===== config.mk =====
export PLATFORM = sky130hd
export DESIGN_NAME = decode_flat
export DESIGN_NICKNAME = d
export VERILOG_FILES = /design/src/rtl/decode_if.sv /design/src/rtl/decode.sv /design/src/flat_wrapper.sv
export SDC_FILE = /design/constraint.sdc
export NUM_CORES = 1
export LEC_CHECK = 0
export CAP_MARGIN = 20
export CELL_PAD_IN_SITES_DETAIL_PLACEMENT = 0
export CELL_PAD_IN_SITES_GLOBAL_PLACEMENT = 1
export CORE_UTILIZATION = 40
export DETAILED_ROUTE_END_ITERATION = 6
export PLACE_DENSITY_LB_ADDON = 0.1
export SLEW_MARGIN = 20
export SYNTH_ARGS = -nofsm -noshare
export SYNTH_HDL_FRONTEND = slang
export SYNTH_SLANG_ARGS = --single-unit

===== constraint.sdc =====
create_clock -name clk -period 10.6 [get_ports clk]
set_input_delay 2.65 -clock clk [delete_from_list [all_inputs] [get_ports clk]]
set_output_delay 2.65 -clock clk [all_outputs]
set_load 0.01 [all_outputs]

===== src/rtl/decode_if.sv =====
// Fetch-to-decode and decode-to-execute signal bundle for the RV32I decode stage.
// The slave modport is the decode view; the master modport drives fetch/execute.
interface decode_if #(
  parameter int AWIDTH = 32,
  parameter int DWIDTH = 32
);
  logic              in_valid_i;
  logic              in_ready_o;
  logic [AWIDTH-1:0] pc_i;
  logic [DWIDTH-1:0] insn_i;
  logic              flush_i;
  logic              out_valid_o;
  logic              out_ready_i;
  logic [AWIDTH-1:0] pc_o;
  logic [DWIDTH-1:0] insn_o;
  logic [6:0]        opcode_o;
  logic [4:0]        rd_o;
  logic [2:0]        funct3_o;
  logic [4:0]        rs1_o;
  logic [4:0]        rs2_o;
  logic [6:0]        funct7_o;
  logic [31:0]       imm_o;
  logic              illegal_o;

  modport slave (
    input  in_valid_i, pc_i, insn_i, flush_i, out_ready_i,
    output in_ready_o, out_valid_o, pc_o, insn_o, opcode_o, rd_o, funct3_o,
           rs1_o, rs2_o, funct7_o, imm_o, illegal_o
  );

  modport master (
    output in_valid_i, pc_i, insn_i, flush_i, out_ready_i,
    input  in_ready_o, out_valid_o, pc_o, insn_o, opcode_o, rd_o, funct3_o,
           rs1_o, rs2_o, funct7_o, imm_o, illegal_o
  );
endinterface


===== src/rtl/decode.sv =====
// RV32I decode stage: decodes the incoming beat combinationally and registers the
// result into a main/skid pair so every output, including in_ready_o, is a flop.
module decode #(
  parameter int DWIDTH = 32,
  parameter int AWIDTH = 32
) (
  input  logic    clk,
  input  logic    rst,
  decode_if.slave bus
);

  typedef enum logic [1:0] {EMPTY, BUSY, FULL} state_t;

  state_t            state_q, state_d;
  logic              in_ready_q, in_ready_d;
  logic [AWIDTH-1:0] main_pc_q, main_pc_d, skid_pc_q, skid_pc_d;
  logic [DWIDTH-1:0] main_insn_q, main_insn_d, skid_insn_q, skid_insn_d;
  logic [31:0]       main_imm_q, main_imm_d, skid_imm_q, skid_imm_d;
  logic              main_ill_q, main_ill_d, skid_ill_q, skid_ill_d;

  logic [31:0] dec_imm;
  logic        dec_ill;
  logic        accept;
  logic        xfer;

  always_comb begin
    dec_imm = 32'd0;
    dec_ill = 1'b0;
    case (bus.insn_i[6:0])
      7'b0010011, 7'b0000011, 7'b1100111, 7'b0001111, 7'b1110011:
        dec_imm = {{20{bus.insn_i[31]}}, bus.insn_i[31:20]};
      7'b0100011:
        dec_imm = {{20{bus.insn_i[31]}}, bus.insn_i[31:25], bus.insn_i[11:7]};
      7'b1100011:
        dec_imm = {{19{bus.insn_i[31]}}, bus.insn_i[31], bus.insn_i[7],
                   bus.insn_i[30:25], bus.insn_i[11:8], 1'b0};
      7'b0110111, 7'b0010111:
        dec_imm = {bus.insn_i[31:12], 12'd0};
      7'b1101111:
        dec_imm = {{11{bus.insn_i[31]}}, bus.insn_i[31], bus.insn_i[19:12],
                   bus.insn_i[20], bus.insn_i[30:21], 1'b0};
      7'b0110011:
        dec_imm = 32'd0;
      default:
        dec_ill = 1'b1;
    endcase
  end

  assign accept = bus.in_valid_i && in_ready_q;
  assign xfer   = (state_q != EMPTY) && bus.out_ready_i;

  always_comb begin
    state_d     = state_q;
    main_pc_d   = main_pc_q;
    main_insn_d = main_insn_q;
    main_imm_d  = main_imm_q;
    main_ill_d  = main_ill_q;
    skid_pc_d   = skid_pc_q;
    skid_insn_d = skid_insn_q;
    skid_imm_d  = skid_imm_q;
    skid_ill_d  = skid_ill_q;

    if (bus.flush_i) begin
      state_d = EMPTY;
    end else begin
      case (state_q)
        EMPTY: begin
          if (accept) begin
            state_d     = BUSY;
            main_pc_d   = bus.pc_i;
            main_insn_d = bus.insn_i;
            main_imm_d  = dec_imm;
            main_ill_d  = dec_ill;
          end
        end
        BUSY: begin
          // Execute stalled: park the new beat in skid behind the one on the outputs.
          if (accept && !xfer) begin
            state_d     = FULL;
            skid_pc_d   = bus.pc_i;
            skid_insn_d = bus.insn_i;
            skid_imm_d  = dec_imm;
            skid_ill_d  = dec_ill;
          end else if (accept && xfer) begin
            main_pc_d   = bus.pc_i;
            main_insn_d = bus.insn_i;
            main_imm_d  = dec_imm;
            main_ill_d  = dec_ill;
          end else if (xfer) begin
            state_d = EMPTY;
          end
        end
        FULL: begin
          if (xfer) begin
            state_d     = BUSY;
            main_pc_d   = skid_pc_q;
            main_insn_d = skid_insn_q;
            main_imm_d  = skid_imm_q;
            main_ill_d  = skid_ill_q;
          end
        end
        default: state_d = EMPTY;
      endcase
    end

    in_ready_d = (state_d != FULL);
  end

  always_ff @(posedge clk or posedge rst) begin
    if (rst) begin
      state_q     <= EMPTY;
      in_ready_q  <= 1'b1;
      main_pc_q   <= '0;
      main_insn_q <= '0;
      main_imm_q  <= '0;
      main_ill_q  <= 1'b0;
      skid_pc_q   <= '0;
      skid_insn_q <= '0;
      skid_imm_q  <= '0;
      skid_ill_q  <= 1'b0;
    end else begin
      state_q     <= state_d;
      in_ready_q  <= in_ready_d;
      main_pc_q   <= main_pc_d;
      main_insn_q <= main_insn_d;
      main_imm_q  <= main_imm_d;
      main_ill_q  <= main_ill_d;
      skid_pc_q   <= skid_pc_d;
      skid_insn_q <= skid_insn_d;
      skid_imm_q  <= skid_imm_d;
      skid_ill_q  <= skid_ill_d;
    end
  end

  assign bus.in_ready_o  = in_ready_q;
  assign bus.out_valid_o = (state_q != EMPTY);
  assign bus.pc_o        = main_pc_q;
  assign bus.insn_o      = main_insn_q;
  assign bus.opcode_o    = main_insn_q[6:0];
  assign bus.rd_o        = main_insn_q[11:7];
  assign bus.funct3_o    = main_insn_q[14:12];
  assign bus.rs1_o       = main_insn_q[19:15];
  assign bus.rs2_o       = main_insn_q[24:20];
  assign bus.funct7_o    = main_insn_q[31:25];
  assign bus.imm_o       = main_imm_q;
  assign bus.illegal_o   = main_ill_q;

endmodule


===== src/flat_wrapper.sv =====
// flat-port wrapper written by rule: the top's interface ports become plain ports
module decode_flat 
#(
  parameter int DWIDTH = 32,
  parameter int AWIDTH = 32
)
  (clk, rst, bus_in_valid_i, bus_pc_i, bus_insn_i, bus_flush_i, bus_out_ready_i, bus_in_ready_o, bus_out_valid_o, bus_pc_o, bus_insn_o, bus_opcode_o, bus_rd_o, bus_funct3_o, bus_rs1_o, bus_rs2_o, bus_funct7_o, bus_imm_o, bus_illegal_o);
  decode_if #(.AWIDTH(AWIDTH), .DWIDTH(DWIDTH)) bus_i ();
  input  logic clk;
  input  logic rst;
  input wire logic [$bits(bus_i.in_valid_i)-1:0] bus_in_valid_i;
  input wire logic [$bits(bus_i.pc_i)-1:0] bus_pc_i;
  input wire logic [$bits(bus_i.insn_i)-1:0] bus_insn_i;
  input wire logic [$bits(bus_i.flush_i)-1:0] bus_flush_i;
  input wire logic [$bits(bus_i.out_ready_i)-1:0] bus_out_ready_i;
  output wire logic [$bits(bus_i.in_ready_o)-1:0] bus_in_ready_o;
  output wire logic [$bits(bus_i.out_valid_o)-1:0] bus_out_valid_o;
  output wire logic [$bits(bus_i.pc_o)-1:0] bus_pc_o;
  output wire logic [$bits(bus_i.insn_o)-1:0] bus_insn_o;
  output wire logic [$bits(bus_i.opcode_o)-1:0] bus_opcode_o;
  output wire logic [$bits(bus_i.rd_o)-1:0] bus_rd_o;
  output wire logic [$bits(bus_i.funct3_o)-1:0] bus_funct3_o;
  output wire logic [$bits(bus_i.rs1_o)-1:0] bus_rs1_o;
  output wire logic [$bits(bus_i.rs2_o)-1:0] bus_rs2_o;
  output wire logic [$bits(bus_i.funct7_o)-1:0] bus_funct7_o;
  output wire logic [$bits(bus_i.imm_o)-1:0] bus_imm_o;
  output wire logic [$bits(bus_i.illegal_o)-1:0] bus_illegal_o;
  assign bus_i.in_valid_i = bus_in_valid_i;
  assign bus_i.pc_i = bus_pc_i;
  assign bus_i.insn_i = bus_insn_i;
  assign bus_i.flush_i = bus_flush_i;
  assign bus_i.out_ready_i = bus_out_ready_i;
  assign bus_in_ready_o = bus_i.in_ready_o;
  assign bus_out_valid_o = bus_i.out_valid_o;
  assign bus_pc_o = bus_i.pc_o;
  assign bus_insn_o = bus_i.insn_o;
  assign bus_opcode_o = bus_i.opcode_o;
  assign bus_rd_o = bus_i.rd_o;
  assign bus_funct3_o = bus_i.funct3_o;
  assign bus_rs1_o = bus_i.rs1_o;
  assign bus_rs2_o = bus_i.rs2_o;
  assign bus_funct7_o = bus_i.funct7_o;
  assign bus_imm_o = bus_i.imm_o;
  assign bus_illegal_o = bus_i.illegal_o;
  decode #(.DWIDTH(DWIDTH), .AWIDTH(AWIDTH)) u_core (.clk(clk), .rst(rst), .bus(bus_i));
endmodule

Word level (Yosys, flattened, before mapping)
Index checks and enable logic that the tools add are counted.

cells by class
  equality and inequality tests = 18
  muxes and demuxes = 29
  bitwise gates (word level) = 1
  reductions and logical operators = 13

operators by type and width
  operator                                                count
  two-way mux 32 bit                                      12
  case mux 32 bit (3 select lines)                        3
  case mux 32 bit (5 select lines)                        1
  equality test 7 bit (second input constant)             4
  equality test 7 x 6 -> 1 bit (second input constant)    3
  equality test 7 x 5 -> 1 bit (second input constant)    2
  two-way mux 2 bit                                       6
  OR reduction 11 bit                                     1
  equality test 7 x 2 -> 1 bit (second input constant)    1
  equality test 7 x 4 -> 1 bit (second input constant)    1
  inequality test 2 x 1 -> 1 bit (second input constant)  3
  case mux 2 bit (3 select lines)                         1
  AND reduction 6 bit                                     1
  two-way mux 1 bit                                       5
  OR reduction 5 bit                                      1
  logical AND 1 bit                                       4
  inequality test 2 bit (second input constant)           2
  case mux 1 bit (3 select lines)                         1
  AND reduction 3 bit                                     1
  nonzero test 3 bit                                      1
  equality test 2 x 1 -> 1 bit (second input constant)    1
  equality test 2 bit (second input constant)             1
  zero test 2 bit                                         1
  nonzero test 2 bit                                      1
  other kinds (3)                                         3

storage, ports and cells
  register bits = 197
  logic and storage cells = 71

Depth between registers and ports, before layout
  depth after elaboration = 8
  gate-level depth with buffers = 7

Worst setup path after synthesis
Ideal clock, no wire load.

  kind = input to register
  start = input bus_insn_i[6]
  end = register u_core.skid_imm_q[10]
  library setup time = 121 ps
  arrival time = 3,926 ps
  required time = 10,479 ps
  slack = 6,553 ps
  cell stages on the path = 6
  cell sequence = clkbuf_1 -> and2_0 -> o21ai_0 -> a2bb2oi_1 -> nor2_1 -> a22o_1

between the ends
  longest elaborated chain between the ends = 3
  elaborated cells between the ends (all ways) = 13
  those cells by class = eq/ne (10); mux (1); reduce/logical (2)

ends and longest elaborated chain
  what                                                        RTL line            text
  start: declaration                                          flat_wrapper.sv:13  input wire logic [$bits(bus_i.insn_i)-1:0] bus_insn_i;
  equality test 7 x 5 -> 1 bit, or another cell as far along  decode.sv:29        case (bus.insn_i[6:0])
  OR reduction 5 bit or OR reduction 2 bit (tied branches)    -
  case mux 32 bit (5 select lines) *                          decode.sv:29
  end signal: assignment                                      decode.sv:130       skid_imm_q <= skid_imm_d;
  end: declaration                                            decode.sv:18        logic [31:0] main_imm_q, main_imm_d, skid_imm_q, skid_imm_d;

Every way passes the cells marked *; elsewhere a longest branch is shown, timed or not.
A chain may end at the register's enable or synchronous reset.

Worst setup path in the final report
  start = input bus_out_ready_i
  end = register u_core.main_imm_q[16], in the netlist u_core.bus.imm_o[16]

between the ends
  longest elaborated chain between the ends = 5
  elaborated cells between the ends (all ways) = 8
  those cells by class = eq/ne (3); reduce/logical (5)

ends and longest elaborated chain
  what                             RTL line            text
  start: declaration               flat_wrapper.sv:15  input wire logic [$bits(bus_i.out_ready_i)-1:0] bus_out_ready_i;
  logical AND 1 bit *              decode.sv:50        assign xfer = (state_q != EMPTY) && bus.out_ready_i;
  zero test 1 bit                  decode.sv:78        if (accept && !xfer) begin
  logical AND 1 bit                decode.sv:78
  inequality test 2 bit (no line)  -
  AND reduction 6 bit (no line) *  -
  end signal: assignment           decode.sv:126       main_imm_q <= main_imm_d;
  end: declaration                 decode.sv:18

Marks and branches as above.

==> metrics.md <==
| Metric | Value |
|---|---|
| Initial core utilization | `41.4%` |
| CP Buf/Inv Count | `2` |
| DIE WIDTH | `150 um` |
| Nets | `1,201` |
| Syn-to-layout area delta | `28.6%` |
| DRT Wirelength | `23,100 um` |
| Fill cells | `1,983` |
| IO Count | `200` |
| Share of power burned in registers | `47.0%` |
| Synth Area in Simple Gates | `23.6%` |
| CTS tree | `built` |
| Ys async rst share | `100%` |
| Sw Ratio | `29.3%` |
| EDFF count, synth | `0` |
| DIE HEIGHT | `150 um` |
| Yosys top cell by area | `dfrtp_1` |
| Crit-path max cell delay | `0.81 ns` |
| CP startpoint | `bus_out_ready_i` |
| DR pass1 iterations | `5` |
| Seq. cell area | `4930 um2` |
| Synth Flop Type | `dfrtp_1` |
| Final Cycle Share | `49.4%` |
| DRC | `0` |
| Post-synthesis mux area share | `1.83%` |
| I/O Buffers | `199` |
| Max FO, Critical Path | `126` |
| Xor/xnor share of the synthesized area | `0.0994%` |
| Main combinational cell family by area after synthesis | `simple AND/OR/NAND/NOR gates` |
| Detail Placement HPWL | `14,200 um` |
| DRT iter0 DRCs | `575` |
| Routed length per instance | `16.3 um` |
| Total congestion overflow | `0` |
| CP Launch Type | `input port` |
| DP Area | `10,800 um2` |
| CTS max path bufs | `2` |
| Final instance area | `11,300 um2` |
| Lkg Pwr | `4.98 nW` |
| Synth cell types | `44` |
| Area share of fa/ha/maj cells after synthesis | `0%` |
| First-pass GRT wire length | `37,400 um` |
| Synth top area share | `55.7%` |
| Fin. Hold Viols | `0` |
| GPL Wtd Cong | `0.795` |
| Syn_nets | `1,073` |
| Commonest cells in the netlist | `349 x nand2_1, 196 x dfrtp_1, 107 x nor2_1` |
| # clock sinks | `197` |
| Tot GR Track Use | `21.5%` |
| Cts repair resizes | `0` |
| Final Slew Violations | `0` |
| CTS clock-pin slew for the worst setup and hold paths | `0.07 ns` |
| Number of routed nets with antenna violations | `0` |
| Setup crit end kind | `register` |
| Data required, critical path | `10.86 ns` |
| Setup_tns | `0 ns` |
| Post-synthesis compound-gate area fraction | `12.3%` |
| Setup WS pre-CTS | `5.00 ns` |
| Root buffer cell | `clkbuf_16` |
| Pwr dens | `190 nW/um2` |
| Max Clk Rate | `191 MHz` |
| Final Skew | `0.00875 ns` |
| Share of layout cells above drive strength 1 | `4.45%` |
| Vias in the first global route | `6,930` |
| Clock power frac | `29.7%` |
| Combinational power share | `23.3%` |
| Post-CTS Setup Inserts | `0` |
| Initial antenna violation count | `0` |
| Crit path kind | `input port to register` |
| CTS Hold Bufs | `0` |
| Standard-cell rows | `53` |
| RSZ-0062 raised after global routing | `no` |
| Total die area | `22,600 um2` |
| Crit path max-delay cell type | `a21oi_4` |
| Core area | `21,300 um2` |
| NetSw | `630 uW` |
| Worst R2R Start | `u_core.state_q[0]$_DFF_PP0_` |
| Status | `finished, final reports clean` |
| Worst-Skew Late Latency | `0.44 ns` |
| Largest net degree at the start of global routing | `127` |
| Mapped Area | `8810 um2` |
| Max_cap viols | `0` |
| Max VDD drop | `0.109 mV` |
| Slew margin rel. | `30.5%` |
| Footprint of the multi-input gates | `3370 um2` |
| Most numerous cell in the Yosys netlist | `nand2_1` |
| DR vias/cell | `5.11` |
| Internal | `1.52 mW` |
| Hold path start | `u_core.skid_insn_q[8]$_DFFE_PP0P_` |
| Synth area leaders | `dfrtp_1 56%, nand2_1 15%, a31oi_1 5.8%` |
| Worst-Margin Slew | `1.04 ns` |
| Arr. time, crit path | `5.50 ns` |
| Htree depth | `4` |
| Ant diodes | `0` |
| Yosys warnings | `0` |
| Fin worst setup slack | `5.36 ns` |
| Synth Instances | `1,004` |
| Cts bufs inserted | `17` |
| #FFs+latches synth | `197` |
| Worst-path cell chain | `clkdlybuf4s50_1 > nor2b_1 > or3_1 > a21oi_4 > buf_12 > mux2i_1 > a31oi_1` |
| Final setup vio count | `0` |
| Period minus WS final | `5.24 ns` |
| Register area share after synthesis | `56.0%` |
| Routed via count | `7,250` |
| CP top delay family | `buffers and inverters` |
| Worst Hold Class | `register to register` |
| Syn_area_per_cell | `8.78 um2` |
[placed cells by master (no fill, tap or decap), types with 2 or more instances in the layout]
cell type | synthesis | routed
clkinvlp_4 | 0 | 2
and2_1 | 9 | 8
o21ai_0 | 16 | 16
a211oi_1 | 17 | 17
a21o_1 | 3 | 3
a21oi_1 | 18 | 18
nor2_1 | 107 | 107
nand3_1 | 5 | 5
clkbuf_16 | 0 | 17
nand2_1 | 349 | 348
inv_8 | 0 | 4
o31ai_1 | 8 | 8
a31oi_1 | 82 | 82
inv_1 | 5 | 4
mux2i_1 | 15 | 15
nor2b_1 | 5 | 4
nand2b_1 | 13 | 12
buf_4 | 36 | 9
and3_1 | 5 | 5
a22oi_1 | 4 | 4
dfrtp_1 | 196 | 196
a211o_1 | 2 | 2
inv_6 | 0 | 3
o211ai_1 | 2 | 2
clkdlybuf4s50_1 | 0 | 199
nor3_1 | 17 | 17
clkinv_4 | 0 | 4
a22o_1 | 7 | 7
[path summary, 6_finish.rpt]
| path | to | slack (ns) | cells past startpoint |
|---|---|---|---|
| setup / recovery | u_core.bus.imm_o[16]$_DFFE_PP0P_ | 5.36 | 7 |
| hold / removal | u_core.skid_insn_q[8]$_DFFE_PP0P_ | 0.48 | 2 |
| setup reg to reg | u_core.bus.imm_o[16]$_DFFE_PP0P_ | 7.58 | 6 |
| hold reg to reg | u_core.skid_insn_q[8]$_DFFE_PP0P_ | 0.48 | 2 |
| max in group asynchronous | u_core.skid_pc_q[30]$_DFFE_PP0P_ | 6.36 | 3 |
| min in group asynchronous | u_core.bus.insn_o[13]$_DFFE_PP0P_ | 2.75 | 2 |
[power groups by stage]
stage	clock (mW)	sequential [mW]	combinational [mW]
CTS	0.651	1.01	0.508
detailed placement	0	1.02	0.506
floorplan	0	1.04	0.245
global placement	0	1.02	0.499
finish	0.638	1.01	0.500
global route	0.682	1.03	0.556
[metrics by stage]
stage               total power, mW  util [%]  hold WS, ns  std cells
floorplan                      1.28         -        0.440       1004
global placement               1.52      50.5        0.455       1388
detailed placement             1.53      50.5        0.462       1388
CTS                            2.17      53.2        0.480       1420
global route                   2.27      53.2        0.493       1420
finish                         2.15      53.2        0.476       1420
[cell type report]
type,count,area share [%]
clock inverter,14,1.28
multi-input combinational,702,29.8
sequential,197,43.5
clock buffer,18,3.79
timing repair buffer,209,18.4
tap,275,3.04
inverter,5,0.232
[kinds of logic (layout without fill, tap and decap cells)]
logic type,count (synthesis),after routing
mux,16,16
simple gates,518,518
buf+inv,105,246
xor+xnor,1,1
flops,197,197
compound gates,167,167
[state kept, by name, summed over array words and instances (netlist names)]
signal                 cells
u_core.skid_insn_q        32
u_core.bus.insn_o         32
u_core.skid_pc_q          32
u_core.bus.illegal_o       1
u_core.bus.in_ready_o      1
u_core.bus.pc_o           32
u_core.skid_ill_q          1
u_core.state_q             2
u_core.skid_imm_q         32
u_core.bus.imm_o          32
[worst register-to-register path, delay by kind of cell (launching register included)]
family	cells	cell delay [ns]
AOI/OAI and AO/OA	2	0.87
buffers and inverters	1	0.47
DFF	1	0.43
muxes	1	0.44
and+or+nand+nor	2	0.64
[per-layer routing]
metal | vias to the layer above | routed length [um] | share of wire [%] | track usage, %
met3 | 18 | 1020 | 4.4 | 3.15
met4 | 0 | 246 | 1.1 | 6.11
met2 | 175 | 11100 | 48 | 35.1
met5 | - | 0 | 0 | 0
met1 | 3494 | 10800 | 47 | 29.5
li1 | 3563 | - | - | -
No activity file was read; power rests on OpenSTA's default activity.
